### src/rtl/cnn_pkg.sv
// Shared types and constants for the CNN layer sequencer.
// Stage indices follow the datapath order: load, conv1, pool1, conv2, pool2, fc.
package cnn_pkg;

  localparam int unsigned NUM_STAGES = 6;
  localparam int unsigned IDX_W      = 3;
  localparam int unsigned DRAIN_W    = 4;

  localparam logic [IDX_W-1:0] STG_LOAD   = 3'd0;
  localparam logic [IDX_W-1:0] STG_CONV1  = 3'd1;
  localparam logic [IDX_W-1:0] STG_POOL1  = 3'd2;
  localparam logic [IDX_W-1:0] STG_CONV2  = 3'd3;
  localparam logic [IDX_W-1:0] STG_POOL2  = 3'd4;
  localparam logic [IDX_W-1:0] STG_FC     = 3'd5;
  localparam logic [IDX_W-1:0] STAGE_NONE = 3'd7;

  typedef enum logic [2:0] {
    ST_IDLE  = 3'd0,
    ST_CLR   = 3'd1,
    ST_RUN   = 3'd2,
    ST_DRAIN = 3'd3,
    ST_FIN   = 3'd4
  } state_e;

  // Registered control bundle driven towards the stage address counters
  typedef struct packed {
    logic [NUM_STAGES-1:0] en;
    logic [NUM_STAGES-1:0] clr;
    logic [IDX_W-1:0]      id;
    logic                  busy;
    logic                  done;
  } seq_out_t;

  function automatic logic [NUM_STAGES-1:0] stage_onehot(input logic [IDX_W-1:0] idx);
    stage_onehot = NUM_STAGES'(1) << idx;
  endfunction

endpackage

### src/rtl/cnn_drain_timer.sv
// Loadable 4-bit down-counter; expired_o is high while the count sits at zero.
module cnn_drain_timer
  import cnn_pkg::*;
(
  input  logic               clk_i,
  input  logic               reset_ni,
  input  logic               load_i,
  input  logic [DRAIN_W-1:0] load_val_i,
  output logic               expired_o
);

  logic [DRAIN_W-1:0] cnt_q, cnt_d;
  logic               expired_q;

  always_comb begin
    cnt_d = cnt_q;
    if (load_i) begin
      cnt_d = load_val_i;
    end else if (cnt_q != '0) begin
      cnt_d = cnt_q - DRAIN_W'(1);
    end
  end

  always_ff @(posedge clk_i or negedge reset_ni) begin
    if (!reset_ni) begin
      cnt_q     <= '0;
      expired_q <= 1'b1;
    end else begin
      cnt_q     <= cnt_d;
      expired_q <= (cnt_d == '0);
    end
  end

  assign expired_o = expired_q;

endmodule

### src/rtl/cnn_layer_sequencer.sv
// Steps the six CNN stages through clear / run / drain and reports progress.
// Outputs are registered from the next-state decode so they line up with the state.
module cnn_layer_sequencer
  import cnn_pkg::*;
#(
  parameter int unsigned DRAIN_CYCLES = 3,
  parameter int unsigned CYC_W        = 16
) (
  input  logic                  clk_i,
  input  logic                  reset_ni,
  input  logic                  start_i,
  input  logic                  abort_i,
  input  logic [NUM_STAGES-1:0] stage_done_i,
  output logic [NUM_STAGES-1:0] stage_en_o,
  output logic [NUM_STAGES-1:0] stage_clr_o,
  output logic [IDX_W-1:0]      stage_id_o,
  output logic                  busy_o,
  output logic                  done_o,
  output logic [CYC_W-1:0]      run_cycles_o
);

  localparam logic [DRAIN_W-1:0] DRAIN_LOAD =
    (DRAIN_CYCLES == 0) ? DRAIN_W'(0) : DRAIN_W'(DRAIN_CYCLES - 1);

  localparam seq_out_t OUT_RST = '{en: '0, clr: '0, id: STAGE_NONE, busy: 1'b0, done: 1'b0};

  state_e           state_q, state_d;
  state_e           adv_state;
  logic [IDX_W-1:0] idx_q, idx_d, adv_idx;
  logic [CYC_W-1:0] rc_q, rc_d;
  seq_out_t         out_q, out_d;
  logic             drain_load;
  logic             drain_expired;
  logic             abort_hit;

  cnn_drain_timer u_drain_timer (
    .clk_i      (clk_i),
    .reset_ni   (reset_ni),
    .load_i     (drain_load),
    .load_val_i (DRAIN_LOAD),
    .expired_o  (drain_expired)
  );

  always_comb begin
    state_d    = state_q;
    idx_d      = idx_q;
    rc_d       = rc_q;
    drain_load = 1'b0;
    abort_hit  = 1'b0;
    out_d      = OUT_RST;

    // Where a finished stage goes: the next stage's clear, or FIN after fc
    adv_state = (idx_q == STG_FC) ? ST_FIN : ST_CLR;
    adv_idx   = (idx_q == STG_FC) ? idx_q : idx_q + IDX_W'(1);

    case (state_q)
      ST_IDLE: begin
        if (start_i && !abort_i) begin
          state_d = ST_CLR;
          idx_d   = STG_LOAD;
          rc_d    = '0;
        end
      end
      ST_CLR: state_d = ST_RUN;
      ST_RUN: begin
        if (stage_done_i[idx_q]) begin
          if (DRAIN_CYCLES == 0) begin
            state_d = adv_state;
            idx_d   = adv_idx;
          end else begin
            state_d    = ST_DRAIN;
            drain_load = 1'b1;
          end
        end
      end
      ST_DRAIN: begin
        if (drain_expired) begin
          state_d = adv_state;
          idx_d   = adv_idx;
        end
      end
      ST_FIN:  state_d = ST_IDLE;
      default: state_d = ST_IDLE;
    endcase

    if (abort_i && state_q != ST_IDLE) begin
      state_d   = ST_IDLE;
      abort_hit = 1'b1;
    end

    // FIN and the aborting cycle are not counted, so the value holds afterwards
    if ((state_q == ST_CLR || state_q == ST_RUN || state_q == ST_DRAIN) &&
        !abort_i && rc_q != '1) begin
      rc_d = rc_q + CYC_W'(1);
    end

    out_d.busy = (state_d != ST_IDLE);
    out_d.done = (state_d == ST_FIN);
    if (state_d == ST_RUN) out_d.en = stage_onehot(idx_d);
    if (state_d == ST_CLR) out_d.clr = stage_onehot(idx_d);
    if (state_d == ST_CLR || state_d == ST_RUN || state_d == ST_DRAIN) out_d.id = idx_d;
    if (abort_hit) out_d.clr = '1;
  end

  always_ff @(posedge clk_i or negedge reset_ni) begin
    if (!reset_ni) begin
      state_q <= ST_IDLE;
      idx_q   <= '0;
      rc_q    <= '0;
      out_q   <= OUT_RST;
    end else begin
      state_q <= state_d;
      idx_q   <= idx_d;
      rc_q    <= rc_d;
      out_q   <= out_d;
    end
  end

  assign stage_en_o   = out_q.en;
  assign stage_clr_o  = out_q.clr;
  assign stage_id_o   = out_q.id;
  assign busy_o       = out_q.busy;
  assign done_o       = out_q.done;
  assign run_cycles_o = rc_q;

endmodule
### config.mk
export PLATFORM = sky130hd
export DESIGN_NAME = cnn_layer_sequencer
export DESIGN_NICKNAME = d
export VERILOG_FILES = /design/src/rtl/cnn_pkg.sv /design/src/rtl/cnn_drain_timer.sv /design/src/rtl/cnn_layer_sequencer.sv
export SDC_FILE = /design/constraint.sdc
export NUM_CORES = 1
export LEC_CHECK = 0
export ABC_AREA = 1
export BUFFER_PORTS_ARGS = -buffer_cell sky130_fd_sc_hd__buf_2
export CELL_PAD_IN_SITES_DETAIL_PLACEMENT = 0
export CELL_PAD_IN_SITES_GLOBAL_PLACEMENT = 2
export CORE_MARGIN = 4
export CORE_UTILIZATION = 32
export DETAILED_ROUTE_END_ITERATION = 16
export PLACE_DENSITY = 0.88
export SYNTH_ARGS = -nofsm -noshare
export SYNTH_HDL_FRONTEND = slang
export SYNTH_SLANG_ARGS = --single-unit
export TNS_END_PERCENT = 10
### constraint.sdc
create_clock -name clk_i -period 2 [get_ports clk_i]
set_clock_uncertainty 0.2 [all_clocks]
set_input_delay 0.2 -clock clk_i [delete_from_list [all_inputs] [get_ports clk_i]]
set_output_delay 0.2 -clock clk_i [all_outputs]
set_load 0.03 [all_outputs]
==> Word-level counts from Yosys, hierarchy flattened <==
Index checks and enable logic that the tools add are counted.
{ "word_totals": {"reg_bits": 44, "elab_cells": 65, "inputBits": 10, "out_inout_bits": 33} }
{ "op_classes": {"shift": 1, "n_eq_ne": 9, "reduce_logical": 17, "addsub": 3, "n_lt_le_gt_ge": 1, "mux": 24} }
{ "ops": {"columns": ["operator", "count"], "rows": [
  ["$mux 16", 3],
  ["$mux 3", 9],
  ["$mux 6", 3],
  ["$add 16x1->16 const B", 1],
  ["$ne 16x16->1 const B", 1],
  ["$eq 3x2->1 const B", 4],
  ["$pmux 3 s4", 1],
  ["$mux 4", 2],
  ["$eq 3x1->1 const B", 2],
  ["$eq 3x3->1 const B", 2],
  ["$pmux 3 s2", 1],
  ["$reduce_bool 3->1", 2],
  ["$shl 1x3->6 const A", 1],
  ["$logic_and 1x1->1", 4],
  ["$logic_not 4->1", 1],
  ["$logic_or 1x1->1", 4],
  ["$lt 3x4->1 const B", 1],
  ["$mux 1", 4],
  ["$reduce_bool 2->1", 2],
  ["$reduce_bool 4->1", 1],
  ["$sub 4x1->4 const B", 1],
  ["$add 3x1->3 const B", 1],
  ["$bmux 1 s3", 1],
  ["$logic_not 3->1", 1],
  ["2 further kinds", 2]
]} }

==> Logic depth before layout (Yosys ltp) <==
Gate-level depths: netlist (run 1).
{ "logic_depth": {"ltp_word": 9, "depth_mapped": 13, "ltp_nobuf": 13} }

==> Hierarchy <==
From an unflattened synthesis (run 1), not the netlist that was laid out.
{ "hier_totals": {"hier_cells": 305, "area_unflattened_um2": 2343.5} }
{ "by_module_without_submodules": {"columns": ["module", "cells_each", "seq_area_each_um2", "n_inst", "area_per_inst_um2"], "rows": [
  ["cnn_layer_sequencer", 259, 979.7, 1, 2033.2],
  ["cnn_drain_timer", 46, 126.4, 1, 310.3]
]} }

==> Worst setup path after synthesis (run 1) <==
Ideal clock, no wire load.
{ "synth_path": {"path_kind": "reg-to-reg", "from": "register rc_q[0], in the netlist run_cycles_o[0]", "to": "register rc_q[0], in the netlist run_cycles_o[0]", "t_required_ns": 1.722, "setup_ns": 0.078, "path_stages_with_launch": 9, "slack_ns": -0.077, "path_buffers": 1, "arrival_ns": 1.799, "period_less_slack_ns": 2.077, "cell_sequence": "dfrtp_1 > ha_1 > nand3_1 > nor2_4 > nand4_2 > o21ai_4 > buf_6 > nand3_1 > o21ai_1"} }
{ "synth_between": {"elab_chain_len": 4, "elab_cells_between_ends": 7, "classes_between": "add/sub: 1; eq/ne: 1; mux: 1; reduce/logical: 4"} }
{ "synth_rtl": {"columns": ["element", "line", "text"], "rows": [
  ["from (decl)", "cnn_layer_sequencer.sv:30", "logic [CYC_W-1:0] rc_q, rc_d;"],
  ["from (signal assigned)", "cnn_layer_sequencer.sv:114", "rc_q <= rc_d;"],
  ["parallel branches: the longest is 4 deep, another holds $add 16x1->16", null, null]
]} }
Parallel ways; which one is timed is not known.
A chain may end at the register's enable or synchronous reset.

==> summary.txt, run 1 <==
Synth unique cells: 29
Share of cells above drive strength 1: 0.266
Post-Syn Instances: 285
# setup viols final: 0
Largest net degree at the start of global routing: 19
WP data arrival: 1.90 ns
Final hold violation count: 0
Die width: 92.1 um
Worst Setup SP: idx_q[1]
Global placement routability congestion: 0.805
Number of fill cells: 736
Vias in the first global route: 1981
Post-Synth XOR/XNOR Area: 0.0310
Synthesized area: 2260 um^2
Most frequent cells in the layout: nand2_1, inv_1, buf_2, dfrtp_1, nand3_1
Final nets: 367
Routed length per instance: 11.8 um
First-pass GRT wire length: 8.97 mm
Area Growth Syn to Fin: 27.9%
R2R cell count: 12
FF-to-FF End: stage_en_o[1]
Die area: 8480 um^2
GR Util met2: 0.231
Clock Latency Late Sink: 0.30 ns
CP Capture Type: flip-flop
CP Data Required Time: 2.04 ns
Slew Limit Headroom: 0.716
Total congestion overflow: 0
Clk pin slew, worst setup/hold paths: 0.09 ns
Max Transition Viols Final: 0
Tcrit/Tclk final: 0.932
Longest Clk Path Bufs: 2
# diodes: 0
Post-synthesis sequential area ratio: 0.489
DP Wirelength: 3.99 mm
CP startpoint kind: flip-flop
P_leak: 1.54 nW
Status: complete, no violations
Prevailing post-synth register cell: dfrtp_1
Via density: 4.49
DRT Wirelength: 5.30 mm
Launch point of the worst reg-to-reg path: idx_q[1]
Setup TNS: 0 ns
Mux contribution to synthesized area: 0
HP Class: primary input to flip-flop
Drt pass-1 iters: 4
Worst ir drop on vdd: 700 uV
Initial antenna violation count: 0
CTS Root Cell: clkbuf_8
Commonest non-fill, non-tap cell in the layout: nand2_1
Avg Cell Area, Syn: 7.94 um^2
Global Route Usage Sum: 0.132
Busiest grt layer: met2
Clock buffer count from CTS: 5
Synthesis warning total: 0
Max_cap viols: 0
Clock sink count: 44
Io pins: 43
Global-route met3 utilization: 0.0328
# DRC: 0
Die height: 92.1 um
CP endpoint: stage_en_o[1]
Synth async-reset ratio: 1.00
Met1 Resource Use GR: 0.161
Synth Register Bits: 44
Worst Setup Slack, final: 0.137 ns
Worst Tran Pin Value: 0.426 ns
IO Port Bufs: 42
Syn_nets: 299
Core box area: 6830 um^2
Kind of critical path: flip-flop to flip-flop
Placement Rows: 30
Crit path max fanout: 4
First DRT Iteration DRCs: 35
CTS tree: built
Tmin final: 1.86 ns
Worst slack, placed: 0.110 ns
Reg2Reg Setup Slack: 0.14 ns
Synth Area in Compound Gates: 0.0697
Starting Density: 0.331
Routed vias: 2022
Post-synth EDFFs: 0
Achievable frequency: 537 MHz
Simple-gate share of the synthesized area: 0.301
Power Density: 1410 nW/um^2
RSZ-0062 raised after global routing: yes
Largest family of logic cells by synthesized area: simple AND/OR/NAND/NOR gates
H-tree Lvls: 2
Post-route ant nets: 0
Adder-Cell Fraction of Synth Area: 0.0221
-- synth_stat cells, types with 2 or more instances --
library cell,instances,area (um^2)
nand4_1,9,56.3
o21ai_1,10,50.1
inv_1,46,173
dfrtp_1,40,1000
nor3_1,8,40.0
or2_2,2,12.5
nand3_1,31,155
o21ai_0,7,35.0
a21oi_1,3,15.0
dfstp_2,4,105
xor2_1,7,61.3
nor2_1,24,90.1
nand2_1,73,274
ha_1,4,50.1
o22ai_1,3,18.8
-- stage by stage --
step | hold WS [ns] | cells | util | power (mW) | cell area, um^2
2_1_floorplan | -0.296 | 285 | - | 2.71 | 2260
3_3_place_gp | -0.0333 | 436 | 0.395 | 3.29 | 2700
3_5_place_dp | -0.0324 | 436 | 0.395 | 3.30 | 2700
4_1_cts | 0.0354 | 446 | 0.414 | 4.03 | 2830
5_1_grt | 0.0725 | 450 | 0.423 | 4.45 | 2890
6_report | 0.0452 | 450 | 0.423 | 4.09 | 2890
-- where the power goes --
part | leakage (nW) | switching (mW) | internal [mW]
Clock | 0.0548 | 0.333 | 0.377
Combinational | 0.918 | 1.32 | 0.641
Sequential | 0.571 | 0.210 | 1.20
-- metal layers --
metal,part of all wire,up-vias
met5,0,-
met3,0.044,9
met4,0.012,0
li1,-,1051
met1,0.46,915
met2,0.48,47
-- timing repair --
item	in CTS	in global routing
hold buffers	2	0
setup endpoints to repair	0	25
resized for setup	0	11
endpoints found under the hold margin	18	0
setup buffers	0	4
-- worst min path at each step --
stage,cells after the start,startpoint,endpoint
2_1_floorplan,0,reset_ni,busy_o
6_report,4,stage_done_i[5],u_drain_timer.cnt_q[2]
4_1_cts,4,stage_done_i[5],u_drain_timer.cnt_q[2]
3_5_place_dp,1,reset_ni,run_cycles_o[2]
3_3_place_gp,1,reset_ni,run_cycles_o[2]
5_1_grt,4,stage_done_i[5],u_drain_timer.cnt_q[2]
-- critical path: stages, from the launching register on --
cell,delay (ns)
dfrtp_2,0.43
inv_1,0.10
ha_1,0.17
nand2_1,0.08
nand2_1,0.11
nand2_1,0.06
nand3_1,0.06
nand2_1,0.09
inv_1,0.10
nand2_1,0.08
nor2_1,0.15
inv_1,0.06
nor2_1,0.10
-- layout make-up --
class                           count  area, um^2  area share
Clock inverter                      3        46.3      0.0160
Clock buffer                        5        68.8      0.0238
Inverter                           47         176      0.0610
Multi-Input combinational cell    191         990       0.342
Tap cell                           96         120      0.0415
Sequential cell                    44        1110       0.384
Timing Repair Buffer               64         380       0.131
-- cells by family (layout without fill, tap and decap cells) --
family,count (synthesis),in the layout
fa+ha+maj,4,4
compound gates,27,27
xor+xnor,8,8
buf+inv,50,119
simple gates,152,152
flops,44,44
-- state kept, by name, indices dropped and copies added, names as in the netlist --
name                     flops
busy_o                       1
idx_q                        3
stage_clr_o                  6
u_drain_timer.cnt_q          4
stage_en_o                   6
u_drain_timer.expired_o      1
stage_id_o                   3
done_o                       1
run_cycles_o                16
state_q                      3
Note: power is estimated with default switching activity, not from simulation.
==> run 2, diff against run 1 <==
Settings changed: CELL_PAD_IN_SITES_DETAIL_PLACEMENT 0 to not set, CELL_PAD_IN_SITES_GLOBAL_PLACEMENT 2 to not set, CORE_UTILIZATION 32 to 55, PLACE_DENSITY 0.88 to 0.87.
==> run 2 against run 1 <==
  * Power is 1.2% lower
  * Worst setup slack worse by 0.079 ns
  * Combinational power hardly changed
  * Maximum frequency is 4.1% lower
  * Sequential cell count stayed put
  * Count of clock-buffer cells in the layout stayed put
  * Register-to-register slack worse by 0.08 ns
  * First-iteration DRC count grew to 4.8 times the previous value
  * Final cell count is 11% lower
  * Sequential power hardly changed
  * Via count is 3.0% higher
  * Largest power group unchanged
==> summary.txt, run 2 (synthesis gave the netlist of run 1 again) <==
HP Class: primary input to flip-flop (unchanged)
Gate power share: 0.482 (was 0.481)
Routed vias: 2083 (was 2022)
Post-route ant nets: 0 (unchanged)
# diodes: 0 (unchanged)
Via density: 5.21 (was 4.49)
Drt pass-1 iters: 4 (unchanged)
Core box area: 4000 um^2 (was 6830 um^2)
Final hold violation count: 0 (unchanged)
CP Data Required Time: 2.02 ns (was 2.04 ns)
Kind of critical path: flip-flop to flip-flop (unchanged)
# setup viols final: 0 (unchanged)
Post-Layout Cell Count: 400 (was 450)
Max Transition Viols Final: 0 (unchanged)
Worst slack, placed: 0.0879 ns (was 0.110 ns)
Seq pwr share: 0.350 (was 0.345)
Total congestion overflow: 0 (unchanged)
Die height: 72.1 um (was 92.1 um)
Routed length per instance: 12.7 um (was 11.8 um)
Die area: 5200 um^2 (was 8480 um^2)
# DRC: 0 (unchanged)
CP bufs+invs: 3 (unchanged)
Clock share of power: 0.167 (was 0.174)
RSZ-0062 raised after global routing: yes (unchanged)
Cells along the critical path: inv_2 > ha_1 > nand2_1 > nand2_1 > nand2_1 > nand3_1 > nand2_1 > inv_1 > nand2_1 > nor2_2 > inv_1 > nor2_1 (was inv_1 > ha_1 > nand2_1 > nand2_1 > nand2_1 > nand3_1 > nand2_1 > inv_1 > nand2_1 > nor2_1 > inv_1 > nor2_1)
CTS Root Cell: clkbuf_8 (unchanged)
Most frequent cells in the layout: nand2_1, inv_1, buf_2, dfrtp_1, nand3_1 (unchanged)
Worst ir drop on vdd: 1100 uV (was 700 uV)
CTS tree: built (unchanged)
DP Wirelength: 3.64 mm (was 3.99 mm)
Largest net degree at the start of global routing: 24 (was 19)
Switching Fraction: 0.453 (was 0.457)
Vias in the first global route: 1970 (was 1981)
DRT Wirelength: 5.09 mm (was 5.30 mm)
Tmin final: 1.94 ns (was 1.86 ns)
Most frequent CP cell: nand2_1 (unchanged)
Longest Clk Path Bufs: 2 (unchanged)
Clock sink count: 44 (unchanged)
Tcrit/Tclk final: 0.971 (was 0.932)
Worst Tran Pin Value: 0.519 ns (was 0.426 ns)
Initial antenna violation count: 0 (unchanged)
Global Route Usage Sum: 0.201 (was 0.132)
Flip-flop count of the largest register after layout: 16 (unchanged)
Global placement routability congestion: 0.877 (was 0.805)
P_int: 2.21 mW (was 2.22 mW)
IO Port Bufs: 42 (unchanged)
First DRT Iteration DRCs: 167 (was 35)
Starting Density: 0.566 (was 0.331)
CP Capture Type: flip-flop (unchanged)
Die width: 72.1 um (was 92.1 um)
Crit path max fanout: 5 (was 4)
Commonest non-fill, non-tap cell in the layout: nand2_1 (unchanged)
CP delay by family, top: simple AND/OR/NAND/NOR gates (unchanged)
Max_cap viols: 0 (unchanged)
Setup TNS: 0 ns (unchanged)
Slew Limit Headroom: 0.654 (was 0.716)
Clock Latency Late Sink: 0.30 ns (about the same)
Achievable frequency: 515 MHz (was 537 MHz)
Clock buffer count from CTS: 5 (unchanged)
Final nets: 363 (was 367)
Share of cells above drive strength 1: 0.251 (was 0.266)
CP startpoint kind: flip-flop (unchanged)
H-tree Lvls: 2 (unchanged)
Power Density: 1440 nW/um^2 (was 1410 nW/um^2)
Post-Place Cells: 385 (was 436)
P_leak: 1.54 nW (about the same)
Clk pin slew, worst setup/hold paths: 0.09 ns (about the same)
Crit-path slowest cell: dfrtp_1 (was dfrtp_2)
Max incr delay on CP: 0.44 ns (was 0.43 ns)
WP data arrival: 1.96 ns (was 1.90 ns)
First-pass GRT wire length: 8.29 mm (was 8.97 mm)
Status: complete, no violations (unchanged)
Area Growth Syn to Fin: 24.1% (was 27.9%)
Worst Setup Slack, final: 0.0576 ns (was 0.137 ns)
Placement Rows: 23 (was 30)
Net load switching power: 1.83 mW (was 1.87 mW)
Io pins: 43 (unchanged)
-- run 2: path summary, 6_finish.rpt --
path                                 start                      to  slack [ns]  cells past startpoint
min in group asynchronous         reset_ni         run_cycles_o[2]        0.20                      2
hold / removal             stage_done_i[5]  u_drain_timer.cnt_q[2]        0.03                      4
setup reg to reg                  idx_q[1]           stage_en_o[0]        0.06                     12
hold reg to reg            run_cycles_o[0]         run_cycles_o[0]        0.32                      1
setup / recovery                  idx_q[1]           stage_en_o[0]        0.06                     12
max in group asynchronous         reset_ni           stage_id_o[0]        0.82                      3
-- run 2: area by class of cell --
type	instances	area, um^2
clock inverter	3	42.5
fill	310	1190
inverter	47	176
sequential	44	1110
multi-input combinational	191	980
timing repair buffer	60	368
tap	50	62.6
clock buffer	5	68.8
-- run 2: power by group through the flow --
stage	Clock (mW)	Combinational (mW)	Sequential (mW)
after global placement	0	1.78	1.41
final	0.675	1.95	1.41
after CTS	0.692	1.83	1.41
after global routing	0.732	2.17	1.45
after detailed placement	0	1.82	1.43
after floorplan	0	0.934	1.78
-- run 2: through the flow --
step | hold WS [ns] | power [mW] | cell area, um^2 | util
finish | 0.0320 | 4.04 | 2810 | 0.702
global route | 0.0771 | 4.35 | 2810 | 0.702
CTS | 0.0271 | 3.93 | 2740 | 0.686
detailed placement | 0.000540 | 3.24 | 2610 | 0.653
global placement | -0.00737 | 3.20 | 2610 | 0.653
floorplan | -0.296 | 2.71 | 2260 | -
-- run 2: timing repair --
action / CTS / global route
hold endpoints to repair: 22 / 0
gates resized for setup: 0 / 9
hold buffers: 2 / 0
setup buffers: 0 / 5
setup endpoints to repair: 0 / 21
-- run 2: tightest hold or removal path, cell delays in order --
cell and delay, ns:
buf_2 0.08, o21ai_0 0.07, nand2_1 0.09, a21oi_1 0.06
-- run 2: metal layers --
layer	vias up	global-route usage	wire, um
met2	70	0.340	2590
li1	1041	-	-
met4	0	0.102	99
met3	11	0.0360	276
met1	961	0.245	2120
met5	-	0	0
